**config.mk**
```make
export PLATFORM = sky130hd
export DESIGN_NAME = imem_loader
export DESIGN_NICKNAME = d
export VERILOG_FILES = /design/src/rtl/imem_loader.sv
export SDC_FILE = /design/constraint.sdc
export NUM_CORES = 1
export LEC_CHECK = 0
export CAP_MARGIN = 20
export CORE_UTILIZATION = 32
export CTS_BUF_LIST = sky130_fd_sc_hd__clkbuf_16
export CTS_CLUSTER_SIZE = 20
export DETAILED_ROUTE_END_ITERATION = 10
export PLACE_DENSITY_LB_ADDON = 0.3
export SYNTH_ARGS = -nofsm -noshare
export SYNTH_HDL_FRONTEND = slang
export SYNTH_SLANG_ARGS = --single-unit
```
**constraint.sdc**
```tcl
create_clock -name clk -period 7.1 [get_ports clk]
set_clock_uncertainty 0.05 [all_clocks]
set_input_delay 1.065 -clock clk [delete_from_list [all_inputs] [get_ports clk]]
set_output_delay 1.065 -clock clk [all_outputs]
set_load 0.05 [all_outputs]
```
**src/rtl/imem_loader.sv**
```systemverilog
// -----------------------------------------------------------------------------
// imem_loader
//
// Writes a program image into a writable instruction memory before the CPU is
// released. Bytes come in over a valid/ready stream. Each word is 16 bits, and
// one word is written per instruction at word-aligned byte addresses
// 0, 4, 8, ... The CPU is held in reset until a load completes successfully.
//
// Stream format:
//   N[15:8], N[7:0], then N instructions, each sent high byte first
//   (2-byte big-endian instruction count, big-endian instructions).
//
// Ports:
//   clk       in   system clock, rising edge
//   reset_n   in   synchronous active-low reset
//   start     in   one-cycle pulse; begins a load from IDLE, DONE or ERROR
//   in_data   in   [7:0] stream byte
//   in_valid  in   in_data is valid
//   in_ready  out  loader accepts a byte this cycle (depends on state only)
//   wr_en     out  one-cycle memory write strobe
//   wr_addr   out  [ADDR_W-1:0] byte address of the write, bits [1:0] = 0
//   wr_data   out  [DATA_W-1:0] instruction word
//   busy      out  load in progress
//   done      out  last load completed successfully (sticky)
//   error     out  last load was rejected (sticky)
//   cpu_hold  out  high whenever done is low
// -----------------------------------------------------------------------------
//
// state    | meaning
// ---------+-------------------------------------------------------------
// IDLE     | after reset; waiting for start
// LEN_HI   | waiting for count byte N[15:8]
// LEN_LO   | waiting for count byte N[7:0]; N is checked on accept
// INSTR_HI | waiting for the high byte of instruction <index>
// INSTR_LO | waiting for the low byte; a write is issued on the next cycle
// DONE     | load finished; CPU released
// ERROR    | count was too large for the memory; nothing was written
//
module imem_loader #(
    parameter int MEM_SIZE = 1024,
    parameter int ADDR_W   = 16,
    parameter int DATA_W   = 16
) (
    input  logic              clk,
    input  logic              reset_n,
    input  logic              start,
    input  logic [7:0]        in_data,
    input  logic              in_valid,
    output logic              in_ready,
    output logic              wr_en,
    output logic [ADDR_W-1:0] wr_addr,
    output logic [DATA_W-1:0] wr_data,
    output logic              busy,
    output logic              done,
    output logic              error,
    output logic              cpu_hold
);

    // Largest instruction count that still fits in the memory. One extra bit
    // keeps the compare against a 16-bit count unsigned and overflow-free.
    localparam logic [16:0] MAX_INSTR = 17'(MEM_SIZE / 4);

    typedef enum logic [2:0] {
        S_IDLE     = 3'd0,
        S_LEN_HI   = 3'd1,
        S_LEN_LO   = 3'd2,
        S_INSTR_HI = 3'd3,
        S_INSTR_LO = 3'd4,
        S_DONE     = 3'd5,
        S_ERROR    = 3'd6
    } state_t;

    state_t      state;
    logic [7:0]  len_hi;
    logic [15:0] count;
    logic [15:0] index;
    logic [7:0]  instr_hi;

    logic        accept;
    logic [15:0] len_full;
    logic [15:0] index_next;
    logic        len_zero;
    logic        len_too_big;

    // in_ready is a registered copy of "state is one of the four byte-taking
    // states", so the handshake never depends on in_valid.
    assign accept      = in_valid && in_ready;
    assign len_full    = {len_hi, in_data};
    assign index_next  = index + 16'd1;
    assign len_zero    = (len_full == 16'd0);
    assign len_too_big = ({1'b0, len_full} > MAX_INSTR);

    always_ff @(posedge clk) begin
        if (!reset_n) begin
            state    <= S_IDLE;
            len_hi   <= 8'd0;
            count    <= 16'd0;
            index    <= 16'd0;
            instr_hi <= 8'd0;
            in_ready <= 1'b0;
            wr_en    <= 1'b0;
            wr_addr  <= '0;
            wr_data  <= '0;
            busy     <= 1'b0;
            done     <= 1'b0;
            error    <= 1'b0;
            cpu_hold <= 1'b1;
        end else begin
            wr_en <= 1'b0;

            case (state)
                S_IDLE, S_DONE, S_ERROR: begin
                    if (start) begin
                        state    <= S_LEN_HI;
                        in_ready <= 1'b1;
                        busy     <= 1'b1;
                        done     <= 1'b0;
                        error    <= 1'b0;
                        cpu_hold <= 1'b1;
                    end
                end

                S_LEN_HI: begin
                    if (accept) begin
                        len_hi <= in_data;
                        state  <= S_LEN_LO;
                    end
                end

                S_LEN_LO: begin
                    if (accept) begin
                        count <= len_full;
                        index <= 16'd0;
                        if (len_zero) begin
                            state    <= S_DONE;
                            in_ready <= 1'b0;
                            busy     <= 1'b0;
                            done     <= 1'b1;
                            cpu_hold <= 1'b0;
                        end else if (len_too_big) begin
                            state    <= S_ERROR;
                            in_ready <= 1'b0;
                            busy     <= 1'b0;
                            error    <= 1'b1;
                        end else begin
                            state <= S_INSTR_HI;
                        end
                    end
                end

                S_INSTR_HI: begin
                    if (accept) begin
                        instr_hi <= in_data;
                        state    <= S_INSTR_LO;
                    end
                end

                S_INSTR_LO: begin
                    if (accept) begin
                        // Write goes out the cycle after the low-byte accept;
                        // for the last word that is also the first DONE cycle.
                        wr_en   <= 1'b1;
                        wr_addr <= ADDR_W'({index, 2'b00});
                        wr_data <= DATA_W'({instr_hi, in_data});
                        index   <= index_next;
                        if (index_next == count) begin
                            state    <= S_DONE;
                            in_ready <= 1'b0;
                            busy     <= 1'b0;
                            done     <= 1'b1;
                            cpu_hold <= 1'b0;
                        end else begin
                            state <= S_INSTR_HI;
                        end
                    end
                end

                default: begin
                    state    <= S_IDLE;
                    in_ready <= 1'b0;
                    busy     <= 1'b0;
                end
            endcase
        end
    end

endmodule

```
======== Word-level counts from Yosys, hierarchy flattened ========
Index checks and enable logic that the tools add are counted.
operators by class
  add/subtract/negate cells ............... 1
  order comparisons ....................... 1
  equality and inequality tests ........... 17
  mux-type cells .......................... 33
  bitwise logic cells ..................... 1
  reduce and logical (&&, ||, !) cells .... 18
operators with widths
  operator                                                               count
  16-bit 2-to-1 mux                                                      2
  16-bit one-hot mux with 2 select lines                                 1
  3-bit 2-to-1 mux                                                       8
  2-bit inequality test, second input constant                           9
  1-bit 2-to-1 mux                                                       17
  16-bit by 1-bit adder with 16-bit output, second input constant        1
  16-bit equality test                                                   1
  16-bit by 9-bit > comparator with 1-bit output, second input constant  1
  16-bit logical NOT                                                     1
  3-bit one-hot mux with 5 select lines                                  1
  6-bit AND reduction                                                    2
  2-bit AND reduction                                                    5
  5-bit AND reduction                                                    2
  3-bit equality test, second input constant                             3
  3-bit by 2-bit equality test with 1-bit output, second input constant  2
  1-bit one-hot mux with 3 select lines                                  2
  1-bit one-hot mux with 4 select lines                                  1
  2-bit nonzero test                                                     2
  3-bit by 1-bit equality test with 1-bit output, second input constant  1
  3-bit logical NOT                                                      1
  3-bit inequality test, second input constant                           1
  3-bit AND reduction                                                    1
  3-bit nonzero test                                                     1
  3-bit OR reduction                                                     1
  other kinds (4)                                                        4
word-level totals
  bits in registers ....................... 86
  input port bits ......................... 12
  output and inout port bits .............. 38
  word-level logic and storage cells ...... 83

======== Longest topological paths before layout ========
  depth in word-level cells ............... 5
  mapped depth ............................ 9
  depth with buffers taken out ............ 8

======== Least setup slack after synthesis ========
No wires, ideal clock.
  path type ............................... input-to-reg
  start ................................... input in_data[4]
  end ..................................... register cpu_hold
  setup time .............................. 132 ps
  data arrival time ....................... 2,420 ps
  required time ........................... 6,918 ps
  slack ................................... 4,498 ps
  stages on the path ...................... 7
  buffers on the path ..................... 0
  cells stage by stage .................... nor4_1 > nand2_1 > nor3_1 > nand2_1 > a311o_1 > a22oi_1 > o21ai_0
on the way
  word-level cells in the longest chain between the ends .. 3
RTL lines
  element                                 line  source
  from (decl)                             47    input logic [7:0] in_data,
  16-bit logical NOT                      90    assign len_zero = (len_full == 16'd0);
  2-bit inequality test (no source line)  n/a
  6-bit AND reduction (no source line)    n/a
  to (signal assigned)                    107   cpu_hold <= 1'b1;
  to (signal assigned)                    119   cpu_hold <= 1'b1;
  to (signal assigned)                    139   cpu_hold <= 1'b0;
  to (decl)                               56    output logic cpu_hold
No other way between the ends.
A chain may end at the register's enable or synchronous reset.

======== Worst setup path in the final report ========
  start ................................... input in_valid
  end ..................................... register index[15]
on the way
  word-level cells in the longest chain between the ends .. 3
  elaborated cells on any way between the ends .. 4
  those cells by class .................... 2 x eq/ne; 2 x reduce/logical
RTL lines
  element                                 line  source
  from (decl)                             48    input logic in_valid,
  1-bit logical AND *                     87    assign accept = in_valid && in_ready;
  2-bit inequality test (no source line)  n/a
  3-bit AND reduction (no source line) *  n/a
  to (signal assigned)                    165   index <= index_next;
  to (decl)                               76    logic [15:0] index;
Every way passes the cells marked *; elsewhere a longest branch is shown, timed or not.

==> impl_metrics.tcl <==
set metrics [dict create \
    status "completed" \
    powerDensity_nw_per_um2 205 \
    core-area_um2 12800 \
    tritoncts "yes" \
    vias 3743 \
    r2r_cells 8 \
    critical_path.startpoint_type "input port" \
    worstSetupEndpointType "flip-flop" \
    routedWlPerCell_um 14.4 \
    root_buffer "clkbuf_16" \
    fin_nets 564 \
    dp_hpwl_um 7260 \
    gp_congestion 0.824 \
    diodes 0 \
    cp_max_fo 34 \
    io_pins 50 \
    post-route-period-util_pct 45.4 \
    leakage_nw 1.68 \
    initial_utilization_pct 33.2 \
    synth-edff-count 0 \
    grt_pass1_vias 3416 \
    tightest_slew_ps 824 \
    hold_depth 2 \
    cts.reportedPaths.clkPinSlew_ps 70 \
    hold_class "reg -> reg" \
    antenna_found_initial 0 \
    area_delta_synth_final_pct 19.1 \
    die_area_um2 13700 \
    ant_nets 0 \
    port_buffers 47 \
    yosysWarningCount 0 \
    ff2ff_setup_slack_ps 3950 \
    htree_levels 3 \
    relSlewSlack_pct 44.8 \
    async_reset_ff_share_pct 0 \
    hold_end "wr_addr[7]" \
    slew_violations 0 \
    syn_area_um2 4250 \
    place_area_um2 4750 \
    maxCapViolations 0 \
    post-route-util_pct 39.6 \
    cts_hold_buf 0 \
    cts_sinks 86 \
    cp_data_required_time_ps 7300 \
    drc 0 \
    final_cell_count_no_fill 728 \
    synthCells 532 \
    ir_worst_vdd_mv 0.123 \
    grt_util_all_layers_pct 16.4 \
    grt_overflow 0 \
    reg2reg_from "index[0]" \
    cts_buffer_depth 2 \
    drt_pass1_iterations 4 \
    post_cts_resized 0 \
    grt_pass1_wl_um 17200 \
    report.final.hold_viol_count 0 \
    max_freq_ghz 0.310 \
    r2r_end "busy" \
    final_cell_area_um2 5060 \
    worstHoldStart "wr_addr[7]" \
    synth_cell_types 61 \
    dr.first_iter.drc_count 186 \
    ys_seq_area_share_pct 40.6 \
    rsz0062_at_grt "no" \
    post-cts-setup-buffers 0 \
    die_y_um 117 \
    critical_path_class "in -> reg" \
    finalWirelength_um 10500 \
    drive_gt1_share_pct 7.37 \
    cts_buffers 9 \
    viasPerCell 5.14 \
    finalSetupTns_ps 0 \
    fin_crit_ps 3230 \
    finalSetupViolCount 0 \
    syn_area_per_cell_um2 7.98 \
    clock_latency_ps 350 \
    die_w_um 117 \
    ys_ff_latch 86 \
    num_rows 41 \
    grt_start_max_net_pins 67 \
    dp_cells 711 \
    cp.arrival_ps 3420 \
    synth_flop_cell "dfxtp_1" \
]
-- cells by family after synthesis --
kind of cell | count (synthesis) | share of synthesized area, %
other cells | 1 | 0.0883
mux | 18 | 4.24
xor+xnor | 17 | 4.16
flops | 86 | 40.6
compound gates | 135 | 19.3
simple gates | 220 | 25.3
fa+ha+maj | 1 | 0.295
buf+inv | 54 | 6.07
-- state kept, by name, summed over array words and instances (netlist names), 3 cells and up --
name,flops
count,16
index,16
wr_data,16
wr_addr,14
instr_hi,8
len_hi,8
state,3
-- critical path, cell delays in order --
cell and delay [ps]:
clkdlybuf4s50_1 470, nand2_1 300, nor3_4 210, buf_4 360
nand2_1 390, clkinv_1 270, nand2_1 90, o31ai_1 250
-- synth_stat cells (all sizes together) (8+ instances only) --
cell | n | area (um^2)
dfxtp | 86 | 1720
nor4 | 9 | 90.1
xnor2 | 9 | 78.8
clkbuf | 30 | 116
nor3 | 12 | 70.1
inv | 8 | 30.0
o21ai | 27 | 135
nand2 | 119 | 447
nand3 | 10 | 60.1
a21oi | 62 | 310
buf | 15 | 108
mux2i | 18 | 180
o31ai | 10 | 75.1
nor2 | 36 | 135
-- worst max path at each step --
stage | to | startpoint
floorplan | cpu_hold | in_data[4]
global route | cpu_hold | index[0]
finish | index[15] | in_valid
CTS | index[10] | in_valid
detailed placement | index[10] | in_valid
global placement | index[15] | in_valid
-- cell type report --
class	count	area, um^2
inverters	9	33.8
clock inverters	7	77.6
well taps	172	215
repair buffers	52	508
multi-input cells	393	2280
clock buffers	9	225
fillers	1331	7720
flip-flops and latches	86	1720
-- cell usage in the layout (no fill, tap or decap), types with 3 or more instances in the layout --
cell and n:
a211oi_1 6, a21oi_1 62, a22o_1 4, a31oi_1 6, and2_1 3, and3_1 6, buf_4 4, clkbuf_16 9
clkdlybuf4s50_1 47, dfxtp_1 86, inv_1 7, inv_6 3, mux2i_1 18, nand2_1 119, nand2b_1 3, nand3_1 8
nor2_1 36, nor2b_1 3, nor3_1 10, nor4_1 5, nor4_2 3, o21a_1 3, o21ai_0 27, o31ai_1 10
or2_2 4, or3_1 3, xnor2_1 9, xor2_1 6
-- metrics by stage --
stage	setup WS (ps)	power [mW]	hold WS, ps
after floorplan	4500	0.543	381
after global placement	3640	0.562	395
after detailed placement	3500	0.563	399
after CTS	3850	1.05	409
after global routing	3680	1.08	424
final	3870	1.04	405
-- where the power goes --
group	internal (mW)	switching [mW]	leakage, nW
registers	0.486	0.00685	0.693
logic	0.0215	0.0385	0.838
clock network	0.278	0.208	0.153
total	0.785	0.254	1.68
-- layer usage --
layer / track usage (%) / share of wire (%) / up-vias
li1: - / - / 1887
met2: 26.0 / 47 / 91
met3: 4.84 / 5.2 / 12
met5: 0 / 0 / -
met4: 5.74 / 1.3 / 0
met1: 21.2 / 46 / 1753
(Power assumes the default switching activity.)
